## config.mk

```make
export PLATFORM = sky130hd
export DESIGN_NAME = ffra_sched
export DESIGN_NICKNAME = d
export VERILOG_FILES = /design/src/rtl/ffra_sched.sv
export SDC_FILE = /design/constraint.sdc
export NUM_CORES = 1
export LEC_CHECK = 0
export CORE_MARGIN = 2
export CORE_UTILIZATION = 30
export CTS_BUF_LIST = sky130_fd_sc_hd__clkbuf_2 sky130_fd_sc_hd__clkbuf_4 sky130_fd_sc_hd__clkbuf_8
export DETAILED_ROUTE_END_ITERATION = 8
export PLACE_DENSITY = 0.67
export SLEW_MARGIN = 20
export SYNTH_ARGS = -nofsm -noshare
export SYNTH_HDL_FRONTEND = slang
export SYNTH_SLANG_ARGS = --single-unit
```

## constraint.sdc

```tcl
create_clock -name clk -period 2.42 [get_ports clk]
set_input_delay 0.363 -clock clk [delete_from_list [all_inputs] [get_ports clk]]
set_output_delay 0.363 -clock clk [all_outputs]
set_load 0.005 [all_outputs]
```

## src/rtl/ffra_sched.sv

```systemverilog
// ffra_sched -- round-robin scheduler sharing one ffra multiply-add datapath
// (o = a*b + ci) among N requesters.
//
// Each requester offers operands with a valid/ready handshake. The granted
// operands are registered onto the ffra inputs. A {valid, id} shift register
// of depth LAT+1 follows each issue through the datapath latency, and the
// result is returned with the id of the requester that owns it.
//
// Build option:
//   FFRA_SCHED_PRIO_EN  when defined, requester 0 has strict priority over
//                       the round-robin group 1..N-1 and does not move ptr.
//
// Parameters:
//   N    number of requesters (2..8)
//   LAT  cycles from ffra input change to valid ffra_o (0..4)
//   IDW  width of rsp_id, 2**IDW >= N
//
// Ports:
//   clk, rst         clock (rising edge), asynchronous active-high reset
//   pause            blocks new grants; in-flight work still completes
//   req_valid[N]     request present per requester
//   req_ready[N]     one-hot grant (combinational)
//   req_a/req_b      8-bit operands, requester i at [8i+7:8i]
//   req_c            16-bit addend, requester i at [16i+15:16i]
//   ffra_a/b/ci      registered operands to the datapath
//   ffra_o           datapath result
//   rsp_valid        one-cycle result strobe
//   rsp_id           owner of the result
//   rsp_data         registered result
//   busy             any operation in flight or being returned
module ffra_sched #(
    parameter int N   = 4,
    parameter int LAT = 1,
    parameter int IDW = 3
) (
    input  logic              clk,
    input  logic              rst,
    input  logic              pause,
    input  logic [N-1:0]      req_valid,
    output logic [N-1:0]      req_ready,
    input  logic [8*N-1:0]    req_a,
    input  logic [8*N-1:0]    req_b,
    input  logic [16*N-1:0]   req_c,
    output logic [7:0]        ffra_a,
    output logic [7:0]        ffra_b,
    output logic [15:0]       ffra_ci,
    input  logic [15:0]       ffra_o,
    output logic              rsp_valid,
    output logic [IDW-1:0]    rsp_id,
    output logic [15:0]       rsp_data,
    output logic              busy
);

`ifdef FFRA_SCHED_PRIO_EN
    localparam bit PRIO_EN = 1'b1;
`else
    localparam bit PRIO_EN = 1'b0;
`endif

    localparam logic [N-1:0]   REQ_ONE = {{(N-1){1'b0}}, 1'b1};
    localparam logic [IDW-1:0] ID_ONE  = {{(IDW-1){1'b0}}, 1'b1};
    localparam logic [IDW-1:0] ID_LAST = IDW'(N - 1);

    genvar gi;

    // ------------------------------------------------------------------
    // Arbitration
    // ------------------------------------------------------------------
    logic [IDW-1:0] ptr_reg;
    logic [N-1:0]   above_ptr;
    logic [N-1:0]   masked_valid;
    logic [N-1:0]   lowest_masked;
    logic [N-1:0]   lowest_all;
    logic [N-1:0]   grant_vec;
    logic [IDW-1:0] grant_idx;
    logic [7:0]     sel_a;
    logic [7:0]     sel_b;
    logic [15:0]    sel_c;
    logic           xfer;

    // Bits at or above the pointer form the first search window.
    generate
        for (gi = 0; gi < N; gi++) begin : g_window
            assign above_ptr[gi] = (IDW'(gi) >= ptr_reg);
        end
    endgenerate

    // x & -x isolates the lowest set bit. Searching the window first and
    // falling back to the whole vector gives ptr, ptr+1, ... mod N order.
    assign masked_valid  = req_valid & above_ptr;
    assign lowest_masked = masked_valid & (~masked_valid + REQ_ONE);
    assign lowest_all    = req_valid & (~req_valid + REQ_ONE);

    always_comb begin
        grant_vec = '0;
        if (!rst && !pause) begin
            if (PRIO_EN && req_valid[0]) begin
                grant_vec = REQ_ONE;
            end else if (|masked_valid) begin
                grant_vec = lowest_masked;
            end else begin
                grant_vec = lowest_all;
            end
        end
    end

    assign req_ready = grant_vec;
    assign xfer      = |grant_vec;

    // grant_vec is one-hot, so at most one iteration assigns.
    always_comb begin
        grant_idx = '0;
        sel_a     = '0;
        sel_b     = '0;
        sel_c     = '0;
        for (int i = 0; i < N; i++) begin
            if (grant_vec[i]) begin
                grant_idx = IDW'(i);
                sel_a     = req_a[8*i +: 8];
                sel_b     = req_b[8*i +: 8];
                sel_c     = req_c[16*i +: 16];
            end
        end
    end

    // ------------------------------------------------------------------
    // Pointer and operand registers
    // ------------------------------------------------------------------
    logic [7:0]  ffra_a_reg;
    logic [7:0]  ffra_b_reg;
    logic [15:0] ffra_ci_reg;

    always_ff @(posedge clk or posedge rst) begin
        if (rst) begin
            ptr_reg     <= '0;
            ffra_a_reg  <= '0;
            ffra_b_reg  <= '0;
            ffra_ci_reg <= '0;
        end else if (xfer) begin
            ffra_a_reg  <= sel_a;
            ffra_b_reg  <= sel_b;
            ffra_ci_reg <= sel_c;
            // A priority grant to requester 0 leaves the rotation untouched.
            if (!(PRIO_EN && grant_idx == '0)) begin
                ptr_reg <= (grant_idx == ID_LAST) ? '0 : grant_idx + ID_ONE;
            end
        end
    end

    assign ffra_a  = ffra_a_reg;
    assign ffra_b  = ffra_b_reg;
    assign ffra_ci = ffra_ci_reg;

    // ------------------------------------------------------------------
    // Tracking: stage 0 is loaded with the issue, the tail (stage LAT)
    // lines up with the cycle in which ffra_o holds that issue's result.
    // ------------------------------------------------------------------
    logic           trk_v_reg  [0:LAT];
    logic [IDW-1:0] trk_id_reg [0:LAT];

    always_ff @(posedge clk or posedge rst) begin
        if (rst) begin
            for (int k = 0; k <= LAT; k++) begin
                trk_v_reg[k]  <= 1'b0;
                trk_id_reg[k] <= '0;
            end
        end else begin
            trk_v_reg[0]  <= xfer;
            trk_id_reg[0] <= grant_idx;
            for (int k = 1; k <= LAT; k++) begin
                trk_v_reg[k]  <= trk_v_reg[k-1];
                trk_id_reg[k] <= trk_id_reg[k-1];
            end
        end
    end

    // ------------------------------------------------------------------
    // Response
    // ------------------------------------------------------------------
    logic           rsp_valid_reg;
    logic [IDW-1:0] rsp_id_reg;
    logic [15:0]    rsp_data_reg;

    always_ff @(posedge clk or posedge rst) begin
        if (rst) begin
            rsp_valid_reg <= 1'b0;
            rsp_id_reg    <= '0;
            rsp_data_reg  <= '0;
        end else begin
            rsp_valid_reg <= trk_v_reg[LAT];
            if (trk_v_reg[LAT]) begin
                rsp_id_reg   <= trk_id_reg[LAT];
                rsp_data_reg <= ffra_o;
            end
        end
    end

    assign rsp_valid = rsp_valid_reg;
    assign rsp_id    = rsp_id_reg;
    assign rsp_data  = rsp_data_reg;

    logic busy_next;

    always_comb begin
        busy_next = rsp_valid_reg;
        for (int k = 0; k <= LAT; k++) begin
            busy_next = busy_next | trk_v_reg[k];
        end
    end

    assign busy = busy_next;

endmodule

```

==> results.md, run 1 <==
* Ys async rst share at 100.0%
* Hold Slack at 0.3583 ns
* Cells after Synth at 299
* Fin crit share at approximately 96%
* Starting DRT DRC Count at 125
* Max-slew violations at 0
* I/O Buffers at 206
* Reg2reg start: ptr_reg[0]
* Die area at 11600 um2
* Startpoint types: input port
* Synth warnings at 0
* Max clock buf depth at 2
* Dpl ws at -0.004309 ns
* Slowest Stage Delay on Critical Path at 0.55 ns
* Slowest CP cell: clkdlybuf4s50_1
* R2R Setup Slk at 0.36 ns
* Post-synth EDFFs at 0
* H-tree levels at 3
* Initial core utilization at 31.12%
* Reg2reg path depth at 6
* Outcome: complete, no violations
* Layout area overhead at 78.36%
* GPL Wtd Cong at 0.8218
* Crit Reg-Reg Endpoint: ffra_ci[4]
* Maximum clock frequency at about 430 MHz
* Initial antenna violation count at 0
* Max-slew headroom at about two thirds
* Hold path startpoint: trk_id_reg[3]
* Cell area power density at between 800 and 900 nW/um2
* M1 WL at between 4000 and 5000 um
* Met3 wire len at between 700 and 800 um
* HPWL after detailed placement at between 8000 and 9000 um
* Distinct cells, synth at 34
* Met2 wire length at 5935 um
* First-pass GRT wire length at 18790 um
* Synthesis-stage register bit count at roughly 60
* Required @ worst endpoint at 2.06 ns
* Setup TNS at 0 ns
* WL final at between 10000 and 15000 um
* Cell with the most instances after synthesis: dfrtp_1
* Total power at about 4.9 mW
* Syn_area_per_cell at between 10 and 15 um2
* Final setup viols at 0
* Routed Antenna Nets at 0
* CORE AREA at 10370 um2
* Final WS setup at between 0.09 and 0.1 ns
* DRC at 0
* Top layer in use: met4
* Clk pin slew, worst setup/hold paths at 0.07 ns
* GRT overflow at 0
* Top cells by count, synth: dfrtp_1 (59), nor2_1 (36), a2111oi_0 (32), nor3b_1 (32), o2bb2ai_1 (32)
* Maximum vdd drop at 0.0004063 V
* Hold Path Class: reg2reg
* Largest net degree at the start of global routing at 60
* Die Ht at 107.7 um
* Post-Syn Area at 3227 um2
* Largest cells by area after synthesis: dfrtp_1 (46%), a2111oi_0 (8.7%), o2bb2ai_1 (8.7%)
* Clock skew at 0.01153 ns
* Proportion of layout cells with a drive suffix above 1 at 14.26%
* RSZ-0062 raised after global routing: false
* Main synth FF type: dfrtp_1
* TritonRoute pass-1 iters at 4
* Setup CP Type: in2out
* Crit-path cells: clkdlybuf4s50_1 > nor2_2 > buf_4 > o211ai_1 > nor2_2 > clkdlybuf4s50_1
* Top cell type by total area after synthesis: dfrtp_1
* Fillers at 944
* Gr usage total at a little over a fifth
* Max_cap viols at 0
* Die X at 107.7 um
* Nets@finish at 665
* CTS Buf Count at 9
* Hold endpoint: trk_id_reg[0]
* CP Data Arrival Time at 1.97 ns
* Slew @ Worst Pin at 0.4934 ns
* Hold Crit Depth at 0
* Total setup buffers inserted after CTS at 0
* Final worst path period need at roughly 2.3 ns
* Vias per Instance at 5.124
* Endpoint class of the critical path: output port
* Post-Syn Nets at 450
* Clock latency at the later pin of the worst-skew pair at 0.34 ns
* Cell Rows at 37
* Worst-path maximum fanout at 4
* Root Buffer: clkbuf_8
* Sequential fraction of the synthesis area at 45.75%
* Clock Sinks at 59
* I/O Pins at 208
* Via count at 3356
* Vias in the first global route at 3675
* Routed len/inst at around 18 um
* Share of the synthesized area in the top cell type at 45.75%
* Leakage at between 2 and 2.5 nW
* # diodes at 0
* Final Hold Violating Endpoints at 0
* TritonCTS clock tree: done
worst max-delay path by stage:
stage | startpoint | endpoint | slack [ns] | cells after the start
after global routing | req_valid[2] | req_ready[0] | 0.006 | 5
after CTS | req_valid[0] | req_ready[1] | 0.03 | 6
final | rst | req_ready[0] | 0.09 | 6
after floorplan | rst | ffra_a[0] | 0.60 | 1
after global placement | req_valid[0] | ffra_ci[4] | 0.04 | 7
after detailed placement | req_valid[0] | ffra_ci[4] | -0.004 | 7
report_power, final:
| group | total (mW) | internal, mW | leakage [nW] | switching, mW |
|---|---|---|---|---|
| clock | 0.914 | 0.480 | 0.0958 | 0.434 |
| combinational | 2.28 | 1.47 | 1.42 | 0.816 |
| sequential | 1.74 | 1.45 | 0.718 | 0.284 |
repair_timing:
| item | 4_1_cts | 5_1_grt |
|---|---|---|
| hold endpoints to repair | 0 | 0 |
| hold buffers | 0 | 0 |
| endpoints found under the setup margin | 1 | 1 |
| resized for setup | 1 | 1 |
through the flow:
step           cells  utilization, %  instance area [um2]
3_3_place_gp     639           53.50                 5548
4_1_cts          655           55.45                 5751
5_1_grt          655           55.50                 5756
2_1_floorplan    299               -                 3227
3_5_place_dp     639           53.50                 5548
6_report         655           55.50                 5756
cell usage in the layout (no fill, tap or decap), drive strengths merged:
cell type and n:
clkdlybuf4s50 206, dfrtp 59, nor2 39, nor3b 32
a2111oi 32, o2bb2ai 32, a21boi 32, buf 26
mux2 18, clkbuf 9, inv 8, o2111ai 3
clkinv 3, nand2 2, clkinvlp 2, a21oi 2
o211ai 2, nand2b 1, o21bai 1, a22oi 1
nor2b 1, nor4 1, o21ai 1, nand3 1
or3 1, nor3 1, o31ai 1, conb 1
bufinv 1
worst max-delay path, delay by kind of cell:
| family | cells | cell delay [ns] |
|---|---|---|
| AOI/OAI and AO/OA | 1 | 0.11 |
| and+or+nand+nor | 2 | 0.33 |
| buffers and inverters | 3 | 1.17 |
cell type report:
| type | instances | area [um2] | area share, % |
|---|---|---|---|
| multi-input cells | 205 | 1600 | 27.80 |
| flip-flops and latches | 59 | 1476 | 25.65 |
| well taps | 136 | 170.2 | 2.957 |
| repair buffers | 232 | 2282 | 39.65 |
| clock buffers | 9 | 123.9 | 2.152 |
| clock inverters | 7 | 76.32 | 1.326 |
| inverters | 7 | 26.28 | 0.4565 |
metal layers:
| layer | up-vias | track usage (%) |
|---|---|---|
| li1 | 1574 | - |
| met1 | 1625 | 25.92 |
| met2 | 134 | 35.85 |
| met3 | 23 | 4.116 |
| met4 | 0 | 9.158 |
| met5 | - | 0 |
cell families after synthesis:
logic type	Yosys count	synth area share (%)
multiplexers	18	6.281
flip-flops	59	45.75
AO/OA/AOI/OAI	107	28.69
other	1	0.1162
buffers and inverters	35	5.157
AND/OR/NAND/NOR	79	14.00
Power figures use the tool's default switching activity.
==> run 2, diff against run 1 <==
--- a/config.mk
+++ b/config.mk
@@ -5,6 +5,7 @@
 export SDC_FILE = /design/constraint.sdc
 export NUM_CORES = 1
 export LEC_CHECK = 0
+export ABC_CLOCK_PERIOD_IN_PS = 2420
 export CORE_MARGIN = 2
 export CORE_UTILIZATION = 30
 export CTS_BUF_LIST = sky130_fd_sc_hd__clkbuf_2 sky130_fd_sc_hd__clkbuf_4 sky130_fd_sc_hd__clkbuf_8
==> results of run 2 <==
No change in the layout: final DEF, timing and power equal those of run 1.
==> run 3, diff against run 2 <==
--- a/config.mk
+++ b/config.mk
@@ -9,6 +9,7 @@
 export CORE_MARGIN = 2
 export CORE_UTILIZATION = 30
 export CTS_BUF_LIST = sky130_fd_sc_hd__clkbuf_2 sky130_fd_sc_hd__clkbuf_4 sky130_fd_sc_hd__clkbuf_8
+export CTS_CLUSTER_SIZE = 24
 export DETAILED_ROUTE_END_ITERATION = 8
 export PLACE_DENSITY = 0.67
 export SLEW_MARGIN = 20
==> results of run 3 <==
No change in the layout: final DEF, timing and power equal those of run 1.
